File: config.mk
export PLATFORM = sky130hd
export DESIGN_NAME = serial_add_sub
export DESIGN_NICKNAME = d
export VERILOG_FILES = /design/src/rtl/serial_add_sub.sv
export SDC_FILE = /design/constraint.sdc
export NUM_CORES = 1
export LEC_CHECK = 0
export ABC_AREA = 0
export CAP_MARGIN = 30
export CORE_MARGIN = 4
export CORE_UTILIZATION = 27
export CTS_BUF_LIST = sky130_fd_sc_hd__clkbuf_2 sky130_fd_sc_hd__clkbuf_4 sky130_fd_sc_hd__clkbuf_8
export DETAILED_ROUTE_END_ITERATION = 10
export PLACE_DENSITY = 0.49
export SLEW_MARGIN = 20
export SYNTH_ARGS = -nofsm -noshare
export SYNTH_HDL_FRONTEND = slang
export SYNTH_SLANG_ARGS = --single-unit
export TNS_END_PERCENT = 5
File: constraint.sdc
create_clock -name clk -period 2.98 [get_ports clk]
set_input_delay 0.447 -clock clk [delete_from_list [all_inputs] [get_ports clk]]
set_output_delay 0.447 -clock clk [all_outputs]
set_load 0.03 [all_outputs]
File: src/rtl/serial_add_sub.sv
// Digit-serial adder/subtractor: processes DIGIT bits per clock with a registered carry,
// producing A+B+CIN or A-B-CIN after WIDTH/DIGIT run cycles.
module serial_add_sub #(
    parameter int WIDTH = 8,
    parameter int DIGIT = 1
) (
    input  logic             clk,
    input  logic             rst,
    input  logic             start,
    input  logic             sub,
    input  logic [WIDTH-1:0] a,
    input  logic [WIDTH-1:0] b,
    input  logic             cin,
    output logic             busy,
    output logic             done,
    output logic [WIDTH-1:0] s,
    output logic             cout,
    output logic             ovf,
    output logic [1:0]       state_dbg
);

    localparam int N  = WIDTH / DIGIT;
    localparam int CW = (N > 1) ? $clog2(N) : 1;

    typedef enum logic [1:0] {
        IDLE = 2'd0,
        RUN  = 2'd1,
        FIN  = 2'd2
    } state_t;

    state_t             state;
    logic [WIDTH-1:0]   a_r;
    logic [WIDTH-1:0]   b_r;
    logic [WIDTH-1:0]   acc;
    logic               carry;
    logic [CW-1:0]      cnt;

    logic [DIGIT:0]     dsum;
    logic               msb_cin;
    logic [WIDTH-1:0]   acc_shift;

    // Handshake: start is taken only in IDLE (operands and sub/cin sampled with it);
    // busy is high for the N run cycles; done pulses for one cycle with s/cout/ovf valid.
    always_comb begin
        dsum      = {1'b0, a_r[DIGIT-1:0]} + {1'b0, b_r[DIGIT-1:0]} + {{DIGIT{1'b0}}, carry};
        // On the last digit, bit DIGIT-1 of the digit is bit WIDTH-1 of the word.
        msb_cin   = a_r[DIGIT-1] ^ b_r[DIGIT-1] ^ dsum[DIGIT-1];
        acc_shift = (acc >> DIGIT) | (WIDTH'(dsum[DIGIT-1:0]) << (WIDTH - DIGIT));
    end

    always_ff @(posedge clk) begin
        if (rst) begin
            state <= IDLE;
            a_r   <= '0;
            b_r   <= '0;
            acc   <= '0;
            carry <= 1'b0;
            cnt   <= '0;
            busy  <= 1'b0;
            done  <= 1'b0;
            s     <= '0;
            cout  <= 1'b0;
            ovf   <= 1'b0;
        end else begin
            case (state)
                IDLE: begin
                    done <= 1'b0;
                    if (start) begin
                        a_r   <= a;
                        b_r   <= sub ? ~b : b;
                        carry <= cin ^ sub;
                        acc   <= '0;
                        cnt   <= '0;
                        busy  <= 1'b1;
                        state <= RUN;
                    end
                end
                RUN: begin
                    a_r   <= a_r >> DIGIT;
                    b_r   <= b_r >> DIGIT;
                    carry <= dsum[DIGIT];
                    acc   <= acc_shift;
                    if (cnt == CW'(N - 1)) begin
                        cnt   <= '0;
                        busy  <= 1'b0;
                        done  <= 1'b1;
                        s     <= acc_shift;
                        cout  <= dsum[DIGIT];
                        ovf   <= msb_cin ^ dsum[DIGIT];
                        state <= FIN;
                    end else begin
                        cnt <= cnt + CW'(1);
                    end
                end
                FIN: begin
                    done  <= 1'b0;
                    state <= IDLE;
                end
                default: state <= IDLE;
            endcase
        end
    end

    assign state_dbg = state;

endmodule

* Yosys cells after proc, flatten, opt, wreduce, memory -nomap -nowiden
Cells that the tools add are included.
** Operators by class
- $add $sub $neg :: 3
- Equality and inequality tests :: 5
- Mux-type cells :: 20
- Bitwise logic cells :: 6
- Reduce and logical (&&, ||, !) cells :: 9
** Operators with widths (number)
- case mux 8 bit (2 select lines) :: 3
- 2-to-1 mux 8 bit :: 4
- inverter 8 bit :: 1
- bitwise OR 7 x 8 -> 8 bit :: 1
- AND reduction 2 bit :: 4
- 2-to-1 mux 3 bit :: 2
- case mux 1 bit (2 select lines) :: 3
- case mux 3 bit (2 select lines) :: 1
- 2-to-1 mux 1 bit :: 4
- 2-to-1 mux 2 bit :: 2
- inequality test 2 bit, second input constant :: 2
- case mux 2 bit (2 select lines) :: 1
- nonzero test 2 bit :: 2
- XOR 1 bit :: 4
- adder 3 x 1 -> 3 bit, second input constant :: 1
- == test 3 bit, second input constant :: 1
- AND reduction 3 bit :: 1
- adder 1 x 1 -> 2 bit :: 1
- adder 2 x 1 -> 2 bit :: 1
- == test 2 x 1 -> 1 bit, second input constant :: 1
- == test 2 bit, second input constant :: 1
- zero test 2 bit :: 1
- OR reduction 2 bit :: 1
** Word-level totals
- Register bits :: 42

* Depth between registers and ports, before layout
Gate-level depths: netlist (run 1).
- Depth in word-level cells :: 4
- Depth in mapped cells :: 6
- Gate-level depth less buffers :: 5

* Least setup slack after synthesis (run 1)
Ideal clock, no wire load.
- Path type :: reg2reg
- Start point :: register a_r[0]
- End point :: register ovf
- Arrival :: 1.401 ns
- Data required time :: 2.894 ns
- Setup slack :: 1.494 ns
- Stages on the path, launching flop included :: 6
- Path buffers :: 0
- Path through :: dfxtp_1 inv_1 fa_1 xnor2_1 xnor2_1 a211oi_1
** On the way
- Word-level cells in the longest chain between the ends :: 4
- Elaborated cells between the ends (all ways) :: 5
- Those cells by class :: 2 x add/sub; 3 x bitwise
** RTL lines
- from (decl) :: line 32 : logic [WIDTH-1:0] a_r;
- from (signal assigned) :: line 79 : a_r <= a_r >> DIGIT;
- adder 1 x 1 -> 2 bit :: line 45 : dsum = {1'b0, a_r[DIGIT-1:0]} + {1'b0, b_r[DIGIT-1:0]} + {{DIGIT{1'b0}}, carry};
- adder 2 x 1 -> 2 bit :: line 45
- XOR 1 bit :: line 47 : msb_cin = a_r[DIGIT-1] ^ b_r[DIGIT-1] ^ dsum[DIGIT-1];
- XOR 1 bit * :: line 89 : ovf <= msb_cin ^ dsum[DIGIT];
- to (signal assigned) :: line 89
- to (decl) :: line 18 : output logic ovf,
Every way passes the cells marked *; elsewhere a longest branch is shown, timed or not.
A chain may end at the register's enable or synchronous reset.

* Worst setup path after layout (run 1)
- Start point :: register state[0] (netlist: state_dbg[0])
- End point :: output state_dbg[0]
** RTL lines
- from (decl) :: line 31 : state_t state;
- from (signal assigned) :: line 53 : state <= IDLE;
- from (signal assigned) :: line 75 : state <= RUN;
- from (signal assigned) :: line 90 : state <= FIN;
- to (decl) :: line 19 : output logic [1:0] state_dbg
No word-level cell between the ends.

==> summary.txt, run 1 <==
Finish
  – Layout cell share with drive strength beyond 1: 7.950%
  – Fill cells: 684
  – Antenna Cells: 0
  – Utilization after layout: 35.94%
  – Layout area overhead: 26.16%
  – Final net count: 262

Clock network
  – Root Buffer: clkbuf_8
  – Deepest clock path buffer count: 2
  – Post-cts resize count: 0
  – Clk sinks: 41
  – H-tree levels: 2
  – Post-CTS Hold Buffers: 0
  – CTS tree: yes
  – Clock-pin slew on the worst setup and hold paths: 0.08 ns
  – Insertion delay to the later sink of the worst-skew pair: 0.29 ns
  – Clock buffer count from CTS: 5
  – Post-CTS Setup Inserts: 0

Worst setup path
  – RR Endpoint: ovf
  – Worst setup path end: state_dbg[0]
  – Crit-path cells: clkdlybuf4s50_1
  – Worst r2r src: a_r[0]
  – CP top delay family: buffers and inverters
  – Critical Path Max Stage Delay: 0.76 ns
  – Stages on worst setup path: 1
  – Arrival time at the worst endpoint: 1.63 ns
  – Master of the slowest instance on the critical path: clkdlybuf4s50_1
  – CP Data Required Time: 2.53 ns
  – Crit path max fanout: 12
  – Startpoint Class: register
  – Flop2flop setup slack: 1.34 ns
  – Critical Path Source: state_dbg[0]
  – Setup Crit Path Kind: reg2out
  – R2R depth: 5
  – Worst path bufs/invs: 1
  – Crit end category: primary output

Place
  – Hpwl dp: 2.857 mm
  – RePlAce Congestion: 0.7267
  – Port-buffer cells: 34

Synth
  – Synth warn: 0
  – Post-Syn Area per Cell: 8.902 µm²
  – Top-area cell type share of the netlist area: 44.12%
  – Mapped Area: 1861 µm²
  – Top cells by area, synth: dfxtp_1, a21oi_1, a22oi_1
  – Post-Synthesis Cells: 209
  – Sequential area share after synthesis: 44.12%
  – Synth Register Bits: 41
  – Net Count, Synth: 233
  – Dominant cell type by area after synthesis: dfxtp_1
  – Netlist cell types: 35

STA
  – Fin crit period: 2.078 ns
  – Slew headroom: 55.82%
  – Final hold viol count: 0
  – Fmax: 0.4811 GHz
  – Crit share post-route: 69.74%
  – Least-Margin Pin Slew: 0.6613 ns
  – Pins Over Slew Limit: 0
  – Final setup skew: 0.005081 ns
  – Final setup violation count: 0
  – RSZ-0062 raised after global routing: no
  – Setup tns final: 0 ns

Detailed routing
  – DRC viols: 0
  – DRT iter0 DRCs: 61
  – DR WL/cell: 13.07 µm
  – Routed WL: 4.129 mm
  – Vias per cell: 4.759
  – Drt pass-1 iters: 4
  – Post-DRT Antenna Nets: 0
  – Via count: 1504

Floorplan
  – CORE AREA: 6531 µm²
  – I/O Pins: 35
  – Die Area: 8283 µm²
  – Rows: 29
  – Chip width: 91.01 µm
  – Initial Utilization: 28.49%
  – Die Height: 91.01 µm

Worst hold path
  – Worst Hold Class: reg2reg

GRT
  – Total congestion overflow: 0
  – Largest net degree at the start of global routing: 30
  – First-pass GRT wire length: 7.155 mm
  – Initial antenna violation count: 0
  – Vias in the first global route: 1456
  – GRT Overall Usage: 10.73%

Power and ir drop
  – Peak VDD IR: 0.0001710 V
  – Total internal power: 939.2 µW
  – Sequential Power Share: 47.8%
  – Combinational Power Share: 13.6%
  – Clock power frac: 38.6%
  – NetSw: 294.9 µW
  – Power Dens Cells: 525.8 nW/µm²
  – Switch share: 23.90%
  – P_leak: 0.0008333 µW

Outcome
  – Status: finished, final reports clean

Run
  – Number of max-cap violations: 0
[cells in the final DEF, fill, tap and decap left out, types with 4 or more instances in the layout]
| cell type | Yosys | final |
|---|---|---|
| clkdlybuf4s50_1 | 0 | 34 |
| a21oi_1 | 22 | 22 |
| nor2b_1 | 4 | 4 |
| a22oi_1 | 14 | 14 |
| nand3b_1 | 9 | 9 |
| xor2_1 | 9 | 9 |
| nor2_1 | 23 | 23 |
| nand2_1 | 17 | 17 |
| buf_4 | 2 | 4 |
| or3b_1 | 5 | 5 |
| o21ai_0 | 7 | 7 |
| nand2b_1 | 7 | 7 |
| dfxtp_1 | 41 | 41 |
| clkbuf_8 | 0 | 6 |
| nor3_1 | 5 | 5 |
| inv_1 | 5 | 5 |
[metrics by stage]
stage | hold WS [ns] | power [µW] | std cells | setup slack, ns | area [µm²]
global placement | 0.4486 | 773.0 | 308 | 0.7961 | 2227
floorplan | 0.4316 | 717.0 | 209 | 1.494 | 1861
CTS | 0.4586 | 1252 | 316 | 0.8783 | 2347
detailed placement | 0.4472 | 772.2 | 308 | 0.7600 | 2227
finish | 0.4541 | 1234 | 316 | 0.9016 | 2347
global route | 0.4811 | 1296 | 316 | 0.8344 | 2347
[power by group through the flow]
stage / clock (µW) / sequential, µW / combinational (µW)
2_1_floorplan: 0 / 601 / 116
3_3_place_gp: 0 / 603 / 170
3_5_place_dp: 0 / 603 / 169
4_1_cts: 492 / 590 / 170
5_1_grt: 512 / 594 / 191
6_report: 476 / 590 / 168
[cell type report]
cell class              count  area (µm²)  share of cell area, %
flip-flops and latches     41       820.8                  34.97
clock buffers               7       90.09                  3.838
inverters                   5       18.77                 0.7996
clock inverters             1       30.03                  1.279
multi-input cells         147       920.9                  39.23
repair buffers             38       370.4                  15.78
well taps                  77       96.34                  4.104
[worst min-delay path by stage]
| stage | start | to | slack [ns] | cells past startpoint |
|---|---|---|---|---|
| 3_5_place_dp | s[3] | s[3] | 0.45 | 2 |
| 5_1_grt | s[3] | s[3] | 0.48 | 2 |
| 3_3_place_gp | s[3] | s[3] | 0.45 | 2 |
| 6_report | s[3] | s[3] | 0.45 | 2 |
| 4_1_cts | s[3] | s[3] | 0.46 | 2 |
| 2_1_floorplan | acc[1] | s[0] | 0.43 | 2 |
[Yosys cell counts]
master and count:
a2bb2oi_1 1, nand2_1 17, nor3_1 5, o21bai_2 1, a22oi_1 14, a211oi_1 3, o32ai_1 2, nand2b_1 7
xor2_1 9, xnor2_1 3, dfxtp_1 41, a21oi_1 22, nand3b_1 9, o221a_2 2, o21ba_2 1, and2b_1 1
ha_1 2, nor2_1 23, o21bai_1 1, or3_1 1, buf_4 2, or3b_1 5, buf_2 2, o21ai_0 7
inv_1 5, a32oi_1 1, fa_1 1, a21oi_2 1, nor2b_1 4, o31ai_1 1, or2_2 1, and3b_4 1
clkbuf_1 8, a21o_1 1, buf_6 4
[layer usage]
layer	track usage [%]	routed length, µm	vias up
met1	14.29	2065	702
li1	-	-	776
met4	4.523	67	0
met5	0	0	-
met3	2.893	166	5
met2	16.37	1830	21
[cells by family (layout without fill, tap and decap cells)]
kind of cell | count (synthesis) | count (layout) | synth area share, %
buffers and inverters | 21 | 51 | 6.388
AND/OR/NAND/NOR | 74 | 74 | 20.85
XOR/XNOR | 12 | 12 | 5.649
AO/OA/AOI/OAI | 58 | 58 | 20.58
flip-flops | 41 | 41 | 44.12
adder cells (fa/ha/maj) | 3 | 3 | 2.421
[state kept, by name, indices dropped and copies added (netlist names)]
name and flops:
cnt 3, s 8, ovf 1, busy 1, done 1, a_r 8
cout 1, b_r 8, state_dbg 2, carry 1, acc 7
No activity file was read; power rests on OpenSTA's default activity.
==> run 2: changes to the inputs <==
--- a/config.mk
+++ b/config.mk
@@ -11,7 +11,7 @@
 export CORE_UTILIZATION = 27
 export CTS_BUF_LIST = sky130_fd_sc_hd__clkbuf_2 sky130_fd_sc_hd__clkbuf_4 sky130_fd_sc_hd__clkbuf_8
 export DETAILED_ROUTE_END_ITERATION = 10
-export PLACE_DENSITY = 0.49
+export PLACE_DENSITY = 0.51
 export SLEW_MARGIN = 20
 export SYNTH_ARGS = -nofsm -noshare
 export SYNTH_HDL_FRONTEND = slang
==> constraint.sdc (replaced) <==
create_clock -name clk -period 1.9 [get_ports clk]
set_input_delay 0.285 -clock clk [delete_from_list [all_inputs] [get_ports clk]]
set_output_delay 0.285 -clock clk [all_outputs]
set_load 0.03 [all_outputs]
==> run 2 against run 1 <==
Count of clock-buffer cells in the layout up 1. Critical path depth up 4. Wire length down 0.85%. Via count up 1.9%. Power up 46%. Worst setup slack worse by 0.64 ns. Clock skew up 0.0035 ns. First-iteration DRC count up 95%. Combinational power up 66%. Non-clock buffer count up 7. Critical path type is now reg2reg. Largest cell class unchanged.
==> summary.txt, run 2 (synthesized netlist as in run 1, its figures left out) <==
Power and ir drop
  – P_leak: 0.0008604 µW
  – Peak VDD IR: 0.0002158 V
  – Power Dens Cells: 754.5 nW/µm²

GRT
  – GRT Overall Usage: 10.34%
  – Largest net degree at the start of global routing: 22
  – GR Util met1: 13.88%
  – Vias in the first global route: 1430
  – Most used routing layer: met2
  – Initial antenna violation count: 0
  – Met3 global-route usage: 2.562%
  – Total congestion overflow: 0
  – First-pass GRT wire length: 6.962 mm
  – Met2 Track Usage GR: 15.76%

Clock network
  – CTS tree: yes
  – Clk sinks: 41
  – H-tree levels: 2
  – Root Buffer: clkbuf_8
  – Post-cts resize count: 0
  – Clock-pin slew on the worst setup and hold paths: 0.08 ns
  – Post-CTS Setup Inserts: 0
  – Clock buffer count from CTS: 5
  – Post-CTS Hold Buffers: 0
  – Insertion delay to the later sink of the worst-skew pair: 0.29 ns
  – Deepest clock path buffer count: 2

Detailed routing
  – DRC viols: 0
  – DRT iter0 DRCs: 119
  – Post-DRT Antenna Nets: 0
  – Drt pass-1 iters: 4
  – Vias per cell: 4.743
  – DR WL/cell: 12.67 µm
  – Routed WL: 4.094 mm
  – Via count: 1532

Finish
  – Commonest non-fill, non-tap cell in the layout: dfxtp_1
  – Register Area: 820.8 µm²
  – Biggest regs: a_r (8), b_r (8), s (8)
  – Antenna Cells: 0
  – Most frequent cells in the layout: dfxtp_1, clkdlybuf4s50_1, nor2_1
  – Layout area overhead: 27.98%
  – Area of the multi-input gates: 920.9 µm²
  – Layout cell share with drive strength beyond 1: 10.98%
  – Layout Cells excl Fill: 323
  – Final net count: 269
  – Fill cells: 707

Floorplan
  – Initial Utilization: 28.49%
  – Die Height: 91.01 µm
  – Die Area: 8283 µm²
  – I/O Pins: 35
  – Rows: 29
  – Chip width: 91.01 µm
  – CORE AREA: 6531 µm²

STA
  – Crit share post-route: 85.98%
  – Fin crit period: 1.634 ns
  – Fmax: 0.6122 GHz
  – RSZ-0062 raised after global routing: no
  – Final setup violation count: 0
  – Final hold viol count: 0
  – Slew headroom: 72.93%
  – Setup tns final: 0 ns
  – Final setup skew: 0.008563 ns
  – Fin worst setup slack: 0.2664 ns
  – Hold_ws: 0.4540 ns
  – Pins Over Slew Limit: 0
  – Least-Margin Pin Slew: 0.4055 ns

Worst setup path
  – Worst r2r src: a_r[0]
  – Startpoint Class: register
  – Crit end category: register
  – Crit path max fanout: 3
  – Flop2flop setup slack: 0.27 ns
  – Critical Path Source: a_r[0]
  – Arrival time at the worst endpoint: 1.84 ns
  – CP Data Required Time: 2.10 ns
  – Setup Crit Path Kind: reg2reg

Place
  – RePlAce Congestion: 0.6887
  – DP Worst Slack: 0.1670 ns
  – Port-buffer cells: 34
  – Placed instance count: 315
  – Hpwl dp: 2.846 mm

Worst hold path
  – Worst Hold Class: reg2reg
  – Min-delay src: s[1]

Run
  – Number of max-cap violations: 0

Outcome
  – Status: finished, final reports clean
[run 2: area by class of cell]
type                       instances  share of cell area [%]
clock buffer                       8                   3.836
inverter                           5                  0.7882
multi-input combinational        147                   38.68
sequential                        41                   34.47
tap                               77                   4.046
timing repair buffer              45                   18.18
[run 2: path summary, 6_finish.rpt]
path	to	depth (start not counted)
worst max-delay path	ovf	5
worst min-delay path	s[1]	2
worst max register to register	ovf	5
worst min register to register	s[1]	2
[run 2: per-layer routing]
layer	up-vias	part of all wire [%]
li1	794	-
met1	708	51
met2	25	43
met3	5	4.3
met4	0	1.8
met5	-	0
[run 2: per-stage QoR]
| step | utilization, % | power [µW] | instance area (µm²) |
|---|---|---|---|
| after floorplan | - | 1125 | 1861 |
| after global placement | 35.06 | 1227 | 2290 |
| after detailed placement | 35.06 | 1228 | 2290 |
| after CTS | 36.46 | 1828 | 2381 |
| after global routing | 36.46 | 1893 | 2381 |
| final | 36.46 | 1797 | 2381 |
[run 2: report_power, final]
part	total (µW)	switching, µW	internal, µW	leakage [µW]
registers	925	27.0	898	0.000335
clock network	593	289	304	0.0000498
logic	279	131	148	0.000476
[run 2: critical path, cell delays in order (launching register included)]
cell	delay [ns]
dfxtp_1	0.38
inv_1	0.09
fa_1	0.62
xnor2_1	0.15
xnor2_1	0.08
a211oi_1	0.23
==> run 3: changes to the inputs <==
--- a/config.mk
+++ b/config.mk
@@ -12,6 +12,7 @@
 export CTS_BUF_LIST = sky130_fd_sc_hd__clkbuf_2 sky130_fd_sc_hd__clkbuf_4 sky130_fd_sc_hd__clkbuf_8
 export DETAILED_ROUTE_END_ITERATION = 10
 export PLACE_DENSITY = 0.51
+export RECOVER_POWER = 25
 export SLEW_MARGIN = 20
 export SYNTH_ARGS = -nofsm -noshare
 export SYNTH_HDL_FRONTEND = slang
==> run 3 against run 2 <==
Die area unchanged. Wire length increased by 0.37%. Utilization decreased by 0.34 points. Register-to-register slack about the same. Fmax about the same. Count of clock-buffer cells in the layout unchanged. Cell count unchanged. Critical path type unchanged. Design area decreased by 0.95%. Clock skew about the same. Power decreased by 0.48%.
==> summary.txt, run 3 (synthesized netlist as in run 1, its figures left out) <==
Outcome
  – Status: finished, final reports clean

Worst hold path
  – Hold Path Sink: s[1]
  – Min-delay src: s[1]
  – Hold Path Depth: 2
  – Worst Hold Class: reg2reg

Worst setup path
  – R2R depth: 5
  – Crit path max fanout: 3
  – Crit end category: register
  – Flop2flop setup slack: 0.27 ns
  – RR Endpoint: ovf
  – Arrival time at the worst endpoint: 1.84 ns
  – Startpoint Class: register
  – Setup Crit Path Kind: reg2reg
  – CP Data Required Time: 2.10 ns
  – Worst r2r src: a_r[0]

Floorplan
  – Initial Utilization: 28.49%
  – Die Height: 91.01 µm
  – Rows: 29
  – CORE AREA: 6531 µm²
  – I/O Pins: 35
  – Chip width: 91.01 µm
  – Die Area: 8283 µm²

Clock network
  – Clock buffer count from CTS: 5
  – CTS tree: yes
  – Post-CTS Hold Buffers: 0
  – Insertion delay to the later sink of the worst-skew pair: 0.29 ns
  – Root Buffer: clkbuf_8
  – H-tree levels: 2
  – Clk sinks: 41
  – Post-CTS Setup Inserts: 0
  – Deepest clock path buffer count: 2
  – Clock-pin slew on the worst setup and hold paths: 0.08 ns
  – Post-cts resize count: 0

Detailed routing
  – DRC viols: 0
  – Via count: 1535
  – DRT iter0 DRCs: 129
  – Drt pass-1 iters: 4
  – Routed WL: 4.109 mm
  – Post-DRT Antenna Nets: 0
  – DR WL/cell: 12.72 µm
  – Vias per cell: 4.752

STA
  – Crit share post-route: 85.96%
  – Hold_ws: 0.4540 ns
  – Final hold viol count: 0
  – Fin crit period: 1.633 ns
  – Final setup skew: 0.008340 ns
  – Final setup violation count: 0
  – Fmax: 0.6123 GHz
  – Setup tns final: 0 ns
  – Pins Over Slew Limit: 0
  – Slew headroom: 73.87%
  – Least-Margin Pin Slew: 0.3907 ns
  – RSZ-0062 raised after global routing: no

GRT
  – GRT Overall Usage: 10.34%
  – Initial antenna violation count: 0
  – Total congestion overflow: 0
  – Vias in the first global route: 1430
  – First-pass GRT wire length: 6.962 mm
  – Largest net degree at the start of global routing: 22

Power and ir drop
  – Sequential Power Share: 51.7%
  – Power Dens Cells: 758.1 nW/µm²
  – Clock power frac: 33.1%
  – P_leak: 0.0008481 µW
  – Combinational Power Share: 15.2%
  – Total internal power: 1343 µW
  – Switch share: 24.90%
  – Peak VDD IR: 0.0002160 V
  – NetSw: 445.1 µW

Finish
  – Layout area overhead: 26.77%
  – Most frequent cells in the layout: dfxtp_1, clkdlybuf4s50_1, nor2_1
  – Layout cell share with drive strength beyond 1: 10.16%
  – Biggest regs: a_r (8), b_r (8), s (8)
  – Final net count: 269
  – Commonest non-fill, non-tap cell in the layout: dfxtp_1
  – Utilization after layout: 36.11%
  – Antenna Cells: 0
  – Fill cells: 710

Place
  – RePlAce Congestion: 0.6887
  – Port-buffer cells: 34
  – Hpwl dp: 2.846 mm

Run
  – Number of max-cap violations: 0
-- run 3: critical path: stages, from the launching register on --
cell	delay (ns)
dfxtp_1	0.38
inv_1	0.09
fa_1	0.62
xnor2_1	0.15
xnor2_1	0.08
a211oi_1	0.23
-- run 3: cell type report --
| cell class | instances | area, µm² | share of cell area (%) |
|---|---|---|---|
| repair buffers | 45 | 414.1 | 17.56 |
| inverters | 5 | 18.77 | 0.7958 |
| well taps | 77 | 96.34 | 4.085 |
| flip-flops and latches | 41 | 820.8 | 34.80 |
| multi-input cells | 147 | 917.1 | 38.89 |
| clock buffers | 8 | 91.34 | 3.873 |
-- run 3: worst max path at each step --
stage            from     end  slack [ns]  depth (start not counted)
4_1_cts        a_r[0]     ovf        0.26                          5
2_1_floorplan  a_r[0]     ovf        0.41                          5
6_report       a_r[0]     ovf        0.27                          5
3_5_place_dp    start  a_r[2]        0.17                          4
3_3_place_gp    start  a_r[2]        0.19                          4
5_1_grt        a_r[0]     ovf        0.19                          5
-- run 3: power groups by stage --
stage	Combinational (µW)	Clock (µW)	Sequential, µW
floorplan	181	0	943
global placement	282	0	945
detailed placement	283	0	945
CTS	284	619	925
global route	305	650	930
finish	271	592	925
-- run 3: layer usage --
metal | track usage [%] | part of all wire, %
met1 | 13.88 | 50
met2 | 15.76 | 44
met3 | 2.562 | 4.5
met4 | 4.523 | 1.5
met5 | 0 | 0
-- run 3: metrics by stage --
step	area [µm²]	cells	power, µW	worst slack, ns
after global routing	2359	323	1885	0.1930
after floorplan	1861	209	1125	0.4136
after detailed placement	2290	315	1228	0.1670
final	2359	323	1788	0.2668
after global placement	2290	315	1227	0.1874
after CTS	2381	323	1828	0.2555
